[config.mk]
export PLATFORM = sky130hd
export DESIGN_NAME = hyperbus_trx_seq
export DESIGN_NICKNAME = d
export VERILOG_FILES = /design/src/rtl/hyperbus_pkg.sv /design/src/rtl/hyperbus_trx_credit.sv /design/src/rtl/hyperbus_trx_seq.sv
export SDC_FILE = /design/constraint.sdc
export NUM_CORES = 1
export LEC_CHECK = 0
export ABC_AREA = 1
export CAP_MARGIN = 40
export CORE_ASPECT_RATIO = 0.5
export CORE_MARGIN = 8
export CORE_UTILIZATION = 28
export CTS_BUF_LIST = sky130_fd_sc_hd__clkbuf_4 sky130_fd_sc_hd__clkbuf_8
export CTS_CLUSTER_DIAMETER = 30
export DETAILED_ROUTE_END_ITERATION = 10
export PLACE_DENSITY = 0.52
export SYNTH_ARGS = -nofsm -noshare
export SYNTH_HDL_FRONTEND = slang
export SYNTH_SLANG_ARGS = --single-unit
[constraint.sdc]
create_clock -name clk_i -period 3.7 [get_ports clk_i]
set_input_delay 0.74 -clock clk_i [delete_from_list [all_inputs] [get_ports clk_i]]
set_output_delay 0.74 -clock clk_i [all_outputs]
set_load 0.02 [all_outputs]
[src/rtl/hyperbus_pkg.sv]
// Shared types for the HyperBus transceiver sequencer.
// Holds the FSM encoding, CA layout and CA word selection.
package hyperbus_pkg;

  typedef enum logic [2:0] {
    SeqIdle,
    SeqCsSetup,
    SeqCa,
    SeqLat,
    SeqWr,
    SeqRd,
    SeqCsHold,
    SeqCsGap
  } seq_state_e;

  localparam int unsigned CaWords = 3;

  typedef struct packed {
    logic        rw;
    logic        as;
    logic        burst;
    logic [44:0] addr;
  } hyper_ca_t;

  // CA goes out most-significant word first
  function automatic logic [15:0] ca_word(
    input hyper_ca_t  ca,
    input logic [1:0] idx
  );
    logic [47:0] raw;
    logic [15:0] w;
    raw = ca;
    unique case (idx)
      2'd0:    w = raw[47:32];
      2'd1:    w = raw[31:16];
      default: w = raw[15:0];
    endcase
    return w;
  endfunction

endpackage

[src/rtl/hyperbus_trx_credit.sv]
// Read-burst bookkeeping: clock issue vs. received words,
// RX FIFO credit limit and inter-word timeout.
module hyperbus_trx_credit
  import hyperbus_pkg::*;
#(
  parameter int unsigned LenWidth      = 16,
  parameter int unsigned RxCredits     = 8,
  parameter int unsigned TimeoutCycles = 1024
) (
  input  logic                clk_i,
  input  logic                rst_ni,
  input  logic                active_i,
  input  logic [LenWidth-1:0] len_i,
  input  logic                rx_fire_i,
  output logic                issue_o,
  output logic                last_o,
  output logic                done_o,
  output logic                timeout_o
);

  localparam int unsigned TW = $clog2(TimeoutCycles + 1);

  logic [LenWidth-1:0] issued_q, issued_d;
  logic [LenWidth-1:0] recvd_q, recvd_d;
  logic [TW-1:0]       tmo_q, tmo_d;
  logic [LenWidth-1:0] inflight;
  logic                fire;

  assign inflight  = issued_q - recvd_q;
  assign fire      = active_i && rx_fire_i && (recvd_q != len_i);
  assign issue_o   = active_i && (issued_q < len_i)
                     && (32'(inflight) < RxCredits);
  assign done_o    = active_i && (recvd_q == len_i);
  assign last_o    = active_i && (recvd_q == len_i - 1'b1);
  assign timeout_o = active_i && !done_o
                     && (tmo_q == TW'(TimeoutCycles));

  always_comb begin
    issued_d = issued_q;
    recvd_d  = recvd_q;
    tmo_d    = tmo_q;
    if (!active_i) begin
      issued_d = '0;
      recvd_d  = '0;
      tmo_d    = '0;
    end else begin
      if (issue_o && !timeout_o) issued_d = issued_q + 1'b1;
      if (fire) begin
        recvd_d = recvd_q + 1'b1;
        tmo_d   = '0;
      end else if (!timeout_o) begin
        tmo_d = tmo_q + 1'b1;
      end
    end
  end

  always_ff @(posedge clk_i or negedge rst_ni) begin
    if (!rst_ni) begin
      issued_q <= '0;
      recvd_q  <= '0;
      tmo_q    <= '0;
    end else begin
      issued_q <= issued_d;
      recvd_q  <= recvd_d;
      tmo_q    <= tmo_d;
    end
  end

endmodule

[src/rtl/hyperbus_trx_seq.sv]
// HyperBus transaction sequencer driving the PHY transceiver
// control lines: CS, clock enable, output enables, RX clock gate.
module hyperbus_trx_seq
  import hyperbus_pkg::*;
#(
  parameter int unsigned NumChips      = 2,
  parameter int unsigned LenWidth      = 16,
  parameter int unsigned RxCredits     = 8,
  parameter int unsigned TimeoutCycles = 1024,
  parameter int unsigned CshWidth      = 4,
  localparam int unsigned CsW = (NumChips > 1) ? $clog2(NumChips) : 1
) (
  input  logic                clk_i,
  input  logic                rst_ni,
  input  logic                cmd_valid_i,
  output logic                cmd_ready_o,
  input  logic [47:0]         cmd_ca_i,
  input  logic [CsW-1:0]      cmd_cs_i,
  input  logic [LenWidth-1:0] cmd_len_i,
  input  logic [3:0]          cfg_latency_i,
  input  logic                cfg_fixed_lat_i,
  input  logic [CshWidth-1:0] cfg_t_csh_i,
  input  logic                tx_valid_i,
  output logic                tx_ready_o,
  input  logic [15:0]         tx_data_i,
  input  logic [1:0]          tx_strb_i,
  input  logic                rx_valid_i,
  output logic                rx_ready_o,
  input  logic [15:0]         rx_data_i,
  output logic                rx_valid_o,
  input  logic                rx_ready_i,
  output logic [15:0]         rx_data_o,
  output logic                rx_last_o,
  output logic                done_o,
  output logic                err_o,
  output logic [NumChips-1:0] trx_cs_o,
  output logic                trx_cs_ena_o,
  input  logic                trx_rwds_sample_i,
  output logic                trx_rwds_sample_ena_o,
  output logic                trx_tx_clk_ena_o,
  output logic [15:0]         trx_tx_data_o,
  output logic                trx_tx_data_oe_o,
  output logic [1:0]          trx_tx_rwds_o,
  output logic                trx_tx_rwds_oe_o,
  output logic                trx_rx_clk_set_o,
  output logic                trx_rx_clk_reset_o
);

  localparam int unsigned CntA = (LenWidth > CshWidth) ? LenWidth : CshWidth;
  localparam int unsigned CntW = (CntA > 5) ? CntA : 5;

  seq_state_e          state_q, state_d;
  hyper_ca_t           ca_q, ca_d;
  logic [CsW-1:0]      cs_q, cs_d;
  logic [LenWidth-1:0] len_q, len_d;
  logic [CntW-1:0]     cnt_q, cnt_d;
  logic                extra_q, extra_d;
  logic                abort_q, abort_d;
  logic                first_q, first_d;

  logic                rd_issue, rd_last, rd_done, rd_tmo;
  logic [4:0]          lat_n;
  logic [CshWidth-1:0] csh_n;
  logic                is_wr;

  assign rx_data_o  = rx_data_i;
  assign rx_valid_o = rx_valid_i;
  assign rx_ready_o = rx_ready_i;
  assign rx_last_o  = rd_last;

  assign is_wr = ~ca_q.rw;
  assign lat_n = {1'b0, cfg_latency_i} << extra_q;
  assign csh_n = (cfg_t_csh_i == '0) ? CshWidth'(1) : cfg_t_csh_i;

  hyperbus_trx_credit #(
    .LenWidth      (LenWidth),
    .RxCredits     (RxCredits),
    .TimeoutCycles (TimeoutCycles)
  ) u_credit (
    .clk_i     (clk_i),
    .rst_ni    (rst_ni),
    .active_i  (state_q == SeqRd),
    .len_i     (len_q),
    .rx_fire_i (rx_valid_i && rx_ready_i),
    .issue_o   (rd_issue),
    .last_o    (rd_last),
    .done_o    (rd_done),
    .timeout_o (rd_tmo)
  );

  always_ff @(posedge clk_i or negedge rst_ni) begin
    if (!rst_ni) begin
      state_q <= SeqIdle;
      ca_q    <= '0;
      cs_q    <= '0;
      len_q   <= '0;
      cnt_q   <= '0;
      extra_q <= 1'b0;
      abort_q <= 1'b0;
      first_q <= 1'b0;
    end else begin
      state_q <= state_d;
      ca_q    <= ca_d;
      cs_q    <= cs_d;
      len_q   <= len_d;
      cnt_q   <= cnt_d;
      extra_q <= extra_d;
      abort_q <= abort_d;
      first_q <= first_d;
    end
  end

  always_comb begin
    state_d = state_q;
    ca_d    = ca_q;
    cs_d    = cs_q;
    len_d   = len_q;
    cnt_d   = cnt_q;
    extra_d = extra_q;
    abort_d = abort_q;
    first_d = 1'b0;
    unique case (state_q)
      SeqIdle: begin
        if (cmd_valid_i) begin
          ca_d    = cmd_ca_i;
          cs_d    = cmd_cs_i;
          len_d   = (cmd_len_i == '0) ? LenWidth'(1) : cmd_len_i;
          abort_d = 1'b0;
          cnt_d   = '0;
          state_d = SeqCsSetup;
        end
      end
      SeqCsSetup: begin
        cnt_d   = '0;
        state_d = SeqCa;
      end
      SeqCa: begin
        cnt_d = cnt_q + 1'b1;
        if (cnt_q == CntW'(CaWords - 1)) begin
          extra_d = trx_rwds_sample_i | cfg_fixed_lat_i;
          cnt_d   = '0;
          if (cfg_latency_i != '0) begin
            state_d = SeqLat;
          end else begin
            state_d = is_wr ? SeqWr : SeqRd;
            first_d = ~is_wr;
          end
        end
      end
      SeqLat: begin
        cnt_d = cnt_q + 1'b1;
        if (cnt_q == CntW'(lat_n - 1'b1)) begin
          cnt_d   = '0;
          state_d = is_wr ? SeqWr : SeqRd;
          first_d = ~is_wr;
        end
      end
      SeqWr: begin
        if (tx_valid_i) begin
          cnt_d = cnt_q + 1'b1;
          if (cnt_q == CntW'(len_q - 1'b1)) state_d = SeqCsHold;
        end
      end
      SeqRd: begin
        if (rd_done) begin
          state_d = SeqCsHold;
        end else if (rd_tmo) begin
          abort_d = 1'b1;
          state_d = SeqCsHold;
        end
      end
      SeqCsHold: begin
        cnt_d   = '0;
        state_d = SeqCsGap;
      end
      SeqCsGap: begin
        cnt_d = cnt_q + 1'b1;
        if (cnt_q == CntW'(csh_n - 1'b1)) state_d = SeqIdle;
      end
      default: state_d = SeqIdle;
    endcase
  end

  always_comb begin
    cmd_ready_o           = 1'b0;
    tx_ready_o            = 1'b0;
    done_o                = 1'b0;
    err_o                 = 1'b0;
    trx_cs_ena_o          = 1'b0;
    trx_cs_o              = '0;
    trx_rwds_sample_ena_o = 1'b0;
    trx_tx_clk_ena_o      = 1'b0;
    trx_tx_data_o         = '0;
    trx_tx_data_oe_o      = 1'b0;
    trx_tx_rwds_o         = '0;
    trx_tx_rwds_oe_o      = 1'b0;
    trx_rx_clk_set_o      = 1'b0;
    trx_rx_clk_reset_o    = 1'b0;
    unique case (state_q)
      SeqIdle: cmd_ready_o = 1'b1;
      SeqCsSetup: trx_cs_ena_o = 1'b1;
      SeqCa: begin
        trx_cs_ena_o          = 1'b1;
        trx_tx_clk_ena_o      = 1'b1;
        trx_tx_data_oe_o      = 1'b1;
        trx_rwds_sample_ena_o = 1'b1;
        trx_tx_data_o         = ca_word(ca_q, cnt_q[1:0]);
      end
      SeqLat: begin
        trx_cs_ena_o     = 1'b1;
        trx_tx_clk_ena_o = 1'b1;
      end
      SeqWr: begin
        trx_cs_ena_o     = 1'b1;
        tx_ready_o       = 1'b1;
        trx_tx_data_o    = tx_data_i;
        trx_tx_rwds_o    = ~tx_strb_i;
        trx_tx_data_oe_o = 1'b1;
        trx_tx_rwds_oe_o = 1'b1;
        // no data: stop the clock, keep driving the bus
        trx_tx_clk_ena_o = tx_valid_i;
      end
      SeqRd: begin
        trx_cs_ena_o       = 1'b1;
        trx_tx_clk_ena_o   = rd_issue && !rd_tmo;
        trx_rx_clk_set_o   = first_q;
        trx_rx_clk_reset_o = rd_done || rd_tmo;
        err_o              = rd_tmo;
      end
      SeqCsHold: begin
        trx_cs_ena_o = 1'b1;
        done_o       = ~abort_q;
      end
      default: ;
    endcase
    if (trx_cs_ena_o) trx_cs_o = NumChips'(1) << cs_q;
  end

endmodule

==> flow_summary.ini <==
[run_status]
outcome = finished, final reports clean

[grt]
grt_max_degree = 78
overflow = 0
track_usage_pct = 15.1
antenna_found_initial = 1
grt_first_pass_wirelength_mm = 49.6
grt_pass1_vias = 8876

[cts]
ctsRootBufferMaster = clkbuf_8
ctsLongestPathBuffers = 2
clock_sinks = 130
clkTransAtPathRegs_ns = 0.09
clkLatencyLatePin_ns = 0.47
cts_tree = built
cts_made_buffers = 17
htreeDepth = 4

[floorplanning]
ioPinCount = 165
die_width_um = 278
die_area_um2 = 40900
initial_core_util_pct = 28.1
fp-row-count = 48
core_um2 = 34200
die_h_um = 147

[placement]
io_buffers = 132
place_area_um2 = 11500
pre_cts_ws_ns = 0.109
dp.final_hpwl_mm = 23.7
gp_congestion = 0.892

[sta]
period_minus_slack_ns = 3.57
finalMaxSlewViolations = 0
fin_crit_sh_pct = 96.4
relSlewSlack_pct = 50.4
hold_viol = 0
skew_ns = 0.0199
setup_viol = 0
tightest_slew_ns = 0.737
holdWs_ns = 0.297
timing.fmax_mhz = 280
setup_slack_ns = 0.134
rsz0062_at_grt = true

[pwr]
p_sw_share_pct = 44.4
share_comb_of_total_power_pct = 50.4
ir_drop_uv = 230
p_per_area_nw_per_um2 = 550
p_int_uw = 3690
p_sw_uw = 2940
power_frac_seq_pct = 31.0
pwr-share-clk_pct = 18.6
p_leak_uw = 0.00593
finalPower_uw = 6630

[critical_path]
arrival_ns = 2.83
crit_fanout = 5
crit_path_end_kind = output pin
cp.required_ns = 2.96
crit_type = flop to output pin
cp-start-kind = flop

[final_layout]
utilization_pct = 35.2
final_nets = 1699
stdcell_area_um2 = 12000
syn_to_final_growth_pct = 25.2
final_layout_size_suffix_gt1_share_pct = 9.06

[synth]
synth_flop_cell = dfrtp_1
async_flop_share_pct = 100
synth_edf_count = 0
syn_nets = 1560
synth_top_cell_by_area = dfrtp_1
synth_area_leaders = dfrtp_1 (34%), nand2_1 (20%), inv_1 (6.0%)
ys_seq_area_share_pct = 33.8
synth_area_per_cell_um2 = 6.84
ys_warn_count = 0
postSynthCellCount = 1405
ys_ff_latch = 130
netlist.area_leader.share_pct = 33.8
netlist_area_um2 = 9620
synth_cell_types = 48

[routing]
dr_wl_met2_mm = 14.2
vias = 9134
wirelength_mm = 30.8
wire_per_inst_um = 15.3
wl_met1_mm = 15.0
dr.max_layer_used = met4
ant_nets = 0
drtPass1Iterations = 5
via_per_inst = 4.55
drt_iter0_drc = 595
route.detailed.drc = 0
met3_length_mm = 1.08

[hold_path]
min_path_type = primary input to async pin

[job]
cap_violations = 0
## worst max-delay path: stages (launching register included)
cell	delay (ns)
dfrtp_1	0.38
inv_1	0.11
ha_1	0.39
a21oi_1	0.22
nand2_1	0.11
a21oi_1	0.19
nand3b_1	0.10
nand2_1	0.08
nand2_1	0.08
nor3_2	0.21
nand2_2	0.13
nand4_1	0.09
clkdlybuf4s15_2	0.28
## layout make-up
| type | instances | area [µm²] |
|---|---|---|
| flip-flops and latches | 130 | 3260 |
| diodes | 1 | 2.50 |
| multi-input cells | 1059 | 5560 |
| clock buffers | 22 | 290 |
| inverters | 161 | 608 |
| well taps | 450 | 563 |
| fillers | 3635 | 22100 |
| clock inverters | 10 | 103 |
| repair buffers | 175 | 1660 |
## repair_timing
| item | in CTS | in global routing |
|---|---|---|
| pin swaps | 0 | 1 |
| endpoints found under the setup margin | 2 | 13 |
| hold buffers | 0 | 0 |
| resized for setup | 11 | 24 |
| buffers inserted | 0 | 3 |
## layer usage
layer / track usage, % / vias up
li1: - / 4736
met1: 20.3 / 4246
met2: 24.4 / 127
met3: 3.20 / 25
met4: 4.00 / 0
met5: 0 / -
## path summary, 6_finish.rpt
kind | start | endpoint | slack (ns) | cells after the start
worst max register to register | u_credit.recvd_q[9] | u_credit.issued_q[6] | 1.20 | 13
worst max-delay path | u_credit.recvd_q[9] | trx_tx_clk_ena_o | 0.13 | 12
max in group asynchronous | rst_ni | u_credit.recvd_q[10] | 2.39 | 3
worst min register to register | ca_q[22] | ca_q[22] | 0.48 | 2
worst min-delay path | rst_ni | ca_q[42] | 0.30 | 1
min in group clk_i | ca_q[22] | ca_q[22] | 0.48 | 2
## power groups by stage
stage	sequential, µW	clock (µW)	combinational [µW]
after CTS	2060	1270	3370
final	2060	1230	3340
after global routing	2110	1340	3750
after global placement	2080	0	3350
after floorplan	2040	0	2190
after detailed placement	2080	0	3360
## logic make-up (layout without fill, tap and decap cells)
kind of cell | after synthesis | after routing | share of synthesized area, %
and+or+nand+nor | 816 | 816 | 36.0
buffers and inverters | 216 | 368 | 9.72
AOI/OAI and AO/OA | 125 | 125 | 7.73
xor gates and xnor gates | 77 | 77 | 7.44
DFF | 130 | 130 | 33.8
muxes | 1 | 1 | 0.104
adders and majority gates | 40 | 40 | 5.20
other | 0 | 1 | 0
## through the flow
step | instances | TNS [ns]
after CTS | 2004 | 0
after global routing | 2008 | -0.0616
after global placement | 1972 | 0
after floorplan | 1405 | 0
final | 2008 | 0
after detailed placement | 1972 | 0
## flip-flops by register name (all words and copies together), names as in the netlist
register,cells
state_q,3
len_q,16
u_credit.recvd_q,16
ca_q,48
extra_q,1
first_q,1
u_credit.tmo_q,11
abort_q,1
cs_q,1
u_credit.issued_q,16
cnt_q,16
## cells in the mapped netlist, types with 2 or more instances
master / number
nor2_4: 4
xnor3_1: 3
a211oi_1: 4
nor4_1: 8
clkinv_1: 3
nand4_1: 17
a22oi_1: 2
o21ai_1: 11
buf_2: 8
nand2_1: 506
ha_1: 40
clkbuf_1: 20
o221ai_1: 2
o211ai_1: 2
nand3_2: 3
buf_4: 20
inv_2: 5
nand2_2: 9
nor2_1: 114
a22o_1: 16
nand3_1: 114
nor2_2: 5
o21ai_0: 46
o22ai_1: 6
a21oi_1: 30
xnor2_1: 13
a31oi_1: 2
nand3b_1: 6
nor3_1: 20
buf_6: 5
xor2_1: 61
dfrtp_1: 130
inv_1: 153
or2_2: 2
nor3_2: 2
## cell usage in the layout (no fill, tap or decap), drive strengths merged, types with 8 or more instances in the layout
cell,Yosys,final
a22o,16,16
o21ai,57,57
nor2,124,124
xor2,61,61
clkdlybuf4s50,0,128
nor4,8,8
nand2,515,515
dfrtp,130,130
ha,40,40
xnor2,13,13
nor3,22,22
nand4,17,17
buf,34,44
inv,158,159
a21oi,31,31
nand3,118,118
clkbuf,21,22
(Power assumes the default switching activity.)
